## config.mk

```make
export PLATFORM = sky130hd
export DESIGN_NAME = hc595_chain_driver
export DESIGN_NICKNAME = d
export VERILOG_FILES = /design/src/rtl/hc595_chain_driver.sv
export SDC_FILE = /design/constraint.sdc
export NUM_CORES = 1
export LEC_CHECK = 0
export CAP_MARGIN = 10
export CELL_PAD_IN_SITES_DETAIL_PLACEMENT = 2
export CELL_PAD_IN_SITES_GLOBAL_PLACEMENT = 2
export CORE_ASPECT_RATIO = 1.4
export CORE_UTILIZATION = 30
export CTS_CLUSTER_SIZE = 14
export DETAILED_ROUTE_END_ITERATION = 6
export MAX_ROUTING_LAYER = met4
export PLACE_DENSITY_LB_ADDON = 0.1
export SLEW_MARGIN = 20
export SYNTH_ARGS = -nofsm -noshare
export SYNTH_HDL_FRONTEND = slang
export SYNTH_SLANG_ARGS = --single-unit
```

## constraint.sdc

```tcl
create_clock -name clk -period 1.95 [get_ports clk]
set_input_delay 0.39 -clock clk [delete_from_list [all_inputs] [get_ports clk]]
set_output_delay 0.39 -clock clk [all_outputs]
set_load 0.01 [all_outputs]
```

## src/rtl/hc595_chain_driver.sv

```systemverilog
// Serial frame driver for a chain of 74HC595 shift registers (SH_CP/DS/ST_CP); optional OE PWM under HC595_OE_PWM_EN.
// Latency: busy 2*CLK_DIV*8*NUM_CHIPS + CLK_DIV cycles from the accepting edge; data_out/register_clock/latch are registered.
// Backpressure: ready is high only in IDLE; a write while busy is dropped and raises a one-cycle overrun pulse.
module hc595_chain_driver #(
    parameter int NUM_CHIPS = 2,
    parameter int CLK_DIV   = 4,
    parameter bit MSB_FIRST = 1'b1
) (
    input  logic                   clk,
    input  logic                   rst_n,
    input  logic                   wr_en,
    input  logic [8*NUM_CHIPS-1:0] data_in,
    output logic                   ready,
    output logic                   overrun,
    output logic                   data_out,
    output logic                   register_clock,
    output logic                   latch,
    output logic                   oe_n,
    input  logic [7:0]             brightness
);
    localparam int FRAME_W = 8 * NUM_CHIPS;
    localparam int BIT_CW  = $clog2(FRAME_W + 1);
    localparam int PH_CW   = (CLK_DIV > 1) ? $clog2(CLK_DIV) : 1;

    localparam logic [PH_CW-1:0]  PH_LAST  = PH_CW'(CLK_DIV - 1);
    localparam logic [PH_CW-1:0]  PH_ONE   = PH_CW'(1);
    localparam logic [BIT_CW-1:0] BIT_FULL = BIT_CW'(FRAME_W);
    localparam logic [BIT_CW-1:0] BIT_ONE  = BIT_CW'(1);

    localparam logic [1:0] IDLE     = 2'd0;
    localparam logic [1:0] SHIFT_LO = 2'd1;
    localparam logic [1:0] SHIFT_HI = 2'd2;
    localparam logic [1:0] LATCH    = 2'd3;

    logic [1:0]         state;
    logic [1:0]         state_nxt;
    logic [PH_CW-1:0]   phase;
    logic [PH_CW-1:0]   phase_nxt;
    logic [BIT_CW-1:0]  bit_cnt;
    logic [BIT_CW-1:0]  bit_cnt_nxt;
    logic [FRAME_W-1:0] shift_q;
    logic [FRAME_W-1:0] shift_nxt;
    logic               accept;
    logic               phase_done;

    function automatic logic lead_bit(input logic [FRAME_W-1:0] v);
        return MSB_FIRST ? v[FRAME_W-1] : v[0];
    endfunction

    function automatic logic [FRAME_W-1:0] advance(input logic [FRAME_W-1:0] v);
        return MSB_FIRST ? {v[FRAME_W-2:0], 1'b0} : {1'b0, v[FRAME_W-1:1]};
    endfunction

    assign ready      = (state == IDLE);
    assign accept     = wr_en & ready;
    assign phase_done = (phase == PH_LAST);

    always_comb begin
        state_nxt   = state;
        phase_nxt   = phase;
        bit_cnt_nxt = bit_cnt;
        shift_nxt   = shift_q;
        case (state)
            IDLE: begin
                if (accept) begin
                    state_nxt   = SHIFT_LO;
                    phase_nxt   = '0;
                    bit_cnt_nxt = BIT_FULL;
                    shift_nxt   = data_in;
                end
            end
            SHIFT_LO: begin
                if (phase_done) begin
                    state_nxt = SHIFT_HI;
                    phase_nxt = '0;
                end else begin
                    phase_nxt = phase + PH_ONE;
                end
            end
            SHIFT_HI: begin
                // The register advances on the edge that drops register_clock, so DS
                // only moves while SH_CP is low.
                if (phase_done) begin
                    phase_nxt   = '0;
                    bit_cnt_nxt = bit_cnt - BIT_ONE;
                    shift_nxt   = advance(shift_q);
                    state_nxt   = (bit_cnt == BIT_ONE) ? LATCH : SHIFT_LO;
                end else begin
                    phase_nxt = phase + PH_ONE;
                end
            end
            LATCH: begin
                if (phase_done) begin
                    state_nxt = IDLE;
                    phase_nxt = '0;
                end else begin
                    phase_nxt = phase + PH_ONE;
                end
            end
            default: begin
                state_nxt = IDLE;
                phase_nxt = '0;
            end
        endcase
    end

    // Pin outputs are decoded from the next state and registered so the chain sees glitch-free edges.
    always_ff @(posedge clk or negedge rst_n) begin
        if (!rst_n) begin
            state          <= IDLE;
            phase          <= '0;
            bit_cnt        <= '0;
            shift_q        <= '0;
            data_out       <= 1'b0;
            register_clock <= 1'b0;
            latch          <= 1'b0;
            overrun        <= 1'b0;
        end else begin
            state          <= state_nxt;
            phase          <= phase_nxt;
            bit_cnt        <= bit_cnt_nxt;
            shift_q        <= shift_nxt;
            register_clock <= (state_nxt == SHIFT_HI);
            latch          <= (state_nxt == LATCH);
            data_out       <= ((state_nxt == SHIFT_LO) || (state_nxt == SHIFT_HI))
                              ? lead_bit(shift_nxt) : 1'b0;
            overrun        <= wr_en & ~ready;
        end
    end

`ifdef HC595_OE_PWM_EN
    logic [7:0] pwm_cnt;

    always_ff @(posedge clk or negedge rst_n) begin
        if (!rst_n) begin
            pwm_cnt <= 8'd0;
        end else begin
            pwm_cnt <= pwm_cnt + 8'd1;
        end
    end

    assign oe_n = ~(pwm_cnt < brightness);
`else
    logic unused_brightness;

    assign unused_brightness = ^brightness;
    assign oe_n              = 1'b0;
`endif

endmodule

```

==> impl_metrics.yaml <==
timing:
  finalHoldViolations: 0
  finalSetupViolCount: 0
  period_needed_ns: 1.80
  fmaxAchievable_mhz: 557
  fin_tns_setup_ns: 0
  skew_ns: 0.00582
  slew_violations: 0
  finalCritPeriodShare_pct: 92.1
  rsz0062_at_grt: "false"
logic_synthesis:
  synth_top_area_share_pct: 52.5
  syn-cell-area_mm2: 0.00138
  synth_cells: 135
  avgSynthCellArea_um2: 10.2
  ys_ff_latch: 29
  async_flop_share_pct: 100
  synth_fp_nets: 167
  yosys.area.top_type: "dfrtp_1"
  synth_edf_count: 0
  yosys_warnings: 0
  synth_area_leaders: "dfrtp_1, a22oi_1, nand3_1, nand2_1, ha_1"
  seq_area_frac_synth_pct: 52.5
  synth_ff_type: "dfrtp_1"
  ys_types: 34
placed_design:
  port_buffers: 23
  finalWeightedCongestion: 0.728
  hpwl_mm: 2.49
setup_path:
  worst_ep_required_time_ns: 1.56
  critPathKind: "reg -> out"
  reg2regPathDepth: 8
  path_buf_inv: 1
  startpoint: "state[0]"
  cp.depth: 2
  crit_path_end: "ready"
  worstPathArrival_ns: 1.41
  worstPathMaxFanout: 4
  cpMaxStageDelayCell: "clkdlybuf4s50_1"
  crit_family: "buffers and inverters"
  cpPeakStageDelay_ns: 0.56
  cp-end-kind: "primary output"
  reg2reg_setup_slack_ns: 0.16
  path_cells: "nor2_2 > clkdlybuf4s50_1"
  cp-start-kind: "flop"
  r2r-start: "bit_cnt[1]"
  r2r_end: "data_out"
route:
  vias_per_cell: 5.00
  postRouteAntennaNets: 0
  dr.pass1.iters: 4
  post_drt_wl_per_cell_um: 15.3
  first_iter_violations: 30
  drc: 0
  vias: 1129
  wirelength_mm: 3.45
cts:
  cts_buffer_depth: 2
  clk_latency_ns: 0.27
  numCtsBuffers: 5
  clkSinkCount: 29
  path_clk_slew_ns: 0.06
  htree_levels: 2
  post-cts-setup-buffers: 0
  clockRootBuffer: "clkbuf_8"
  cts_tree: "done"
global_route:
  grt_first_pass_wirelength_mm: 5.82
  antenna_found_initial: 0
  grt_pass1_vias: 1273
  grt_max_degree: 30
  grt_usage_pct: 16.6
  grt-ovfl-total: 0
finish:
  nets: 197
  num_antenna_cells: 0
  layout_common_cells: "dfrtp_1, clkdlybuf4s50_1, nand2_1"
  area_growth_syn_to_layout_pct: 29.7
  final_layout_size_suffix_gt1_share_pct: 12.0
  layout_commonest_cell: "dfrtp_1"
floorplan:
  start_util_pct: 32.1
  die_h_um: 82.3
  io_pins: 33
  core-area_mm2: 0.00431
  rows: 28
  die-area_mm2: 0.00488
  die_w_um: 59.4
power:
  ir_worst_vdd_mv: 0.358
  total_power_w: 0.00244
  p_leak_nw: 0.813
  p_per_area_mw_per_mm2: 1360
min_path:
  hold_class: "reg -> reg"
outcome:
  status: "complete, no violations"
flow_run:
  maxCapViolCount: 0
power breakdown:
part           switching [W]  internal, W
clock network       0.000208     0.000253
logic               0.000501     0.000455
registers           0.000155     0.000871
total               0.000864      0.00158
synthesized netlist by cell type (all sizes together), types with 2 or more instances:
library cell  count
or2               2
o31ai             2
nand3b            2
o21ai             7
buf               9
nand2            18
nor2b             2
clkbuf            2
ha                5
nor2              3
dfrtp            29
inv               5
nand3            17
or3               3
a22oi            14
what timing repair did:
action,in CTS,in global routing
hold buffers,0,0
gates resized for setup,0,1
endpoints found under the setup margin,0,1
worst reg2reg max path: stages (launching register included):
cell	delay, ns
dfrtp_1	0.41
inv_1	0.09
ha_1	0.15
inv_1	0.04
o41a_1	0.35
o21ai_0	0.15
buf_4	0.15
ha_1	0.23
o21a_1	0.11
cells by family after synthesis:
family	count (synthesis)	synth area share, %
XOR/XNOR	1	0.634
adder cells (fa/ha/maj)	5	4.53
AND/OR/NAND/NOR	52	20.2
flip-flops	29	52.5
AO/OA/AOI/OAI	30	15.4
buffers and inverters	16	5.71
multiplexers	1	0.725
other	1	0.271
state kept, by name (all words and copies together) (netlist names):
| signal | count |
|---|---|
| shift_q | 16 |
| bit_cnt | 5 |
| phase | 2 |
| state | 2 |
| data_out | 1 |
| latch | 1 |
| overrun | 1 |
| register_clock | 1 |
how the worst min path moves through the flow:
stage / slack [ns] / cells after the start / end / start
5_1_grt: 0.53 / 2 / shift_q[13] / shift_q[12]
3_5_place_dp: 0.49 / 2 / shift_q[7] / shift_q[6]
3_3_place_gp: 0.47 / 2 / shift_q[9] / shift_q[8]
2_1_floorplan: 0.09 / 0 / bit_cnt[0] / rst_n
4_1_cts: 0.50 / 2 / shift_q[7] / shift_q[6]
6_report: 0.50 / 2 / shift_q[7] / shift_q[6]
metal layers:
layer  up-vias  wire length [um]  global-route usage [%]  share of wire, %
li1        535                 -                       -                 -
met1       567              1340                    17.0                39
met2        23              1970                    31.0                57
met3         4               102                    4.21               3.0
met4         0                29                    4.29              0.84
met5         -                 0                       -                 0
final cells by class:
class / instances / area, um^2
clock buffer: 8 / 80.1
fill: 478 / 2520
inverter: 5 / 18.8
multi-input combinational: 90 / 579
sequential: 29 / 726
tap: 60 / 75.1
timing repair buffer: 34 / 313
stage by stage:
stage          hold slack [ns]  cell area, um^2  instances  utilization (%)  setup WS (ns)
2_1_floorplan           0.0944             1380        135                -          0.201
3_3_place_gp             0.473             1710        218             39.7         0.0969
3_5_place_dp             0.488             1710        218             39.7         0.0736
4_1_cts                  0.504             1790        226             41.5         0.0569
5_1_grt                  0.529             1790        226             41.6         0.0273
6_report                 0.496             1790        226             41.6          0.154
Note: power is estimated with default switching activity, not from simulation.
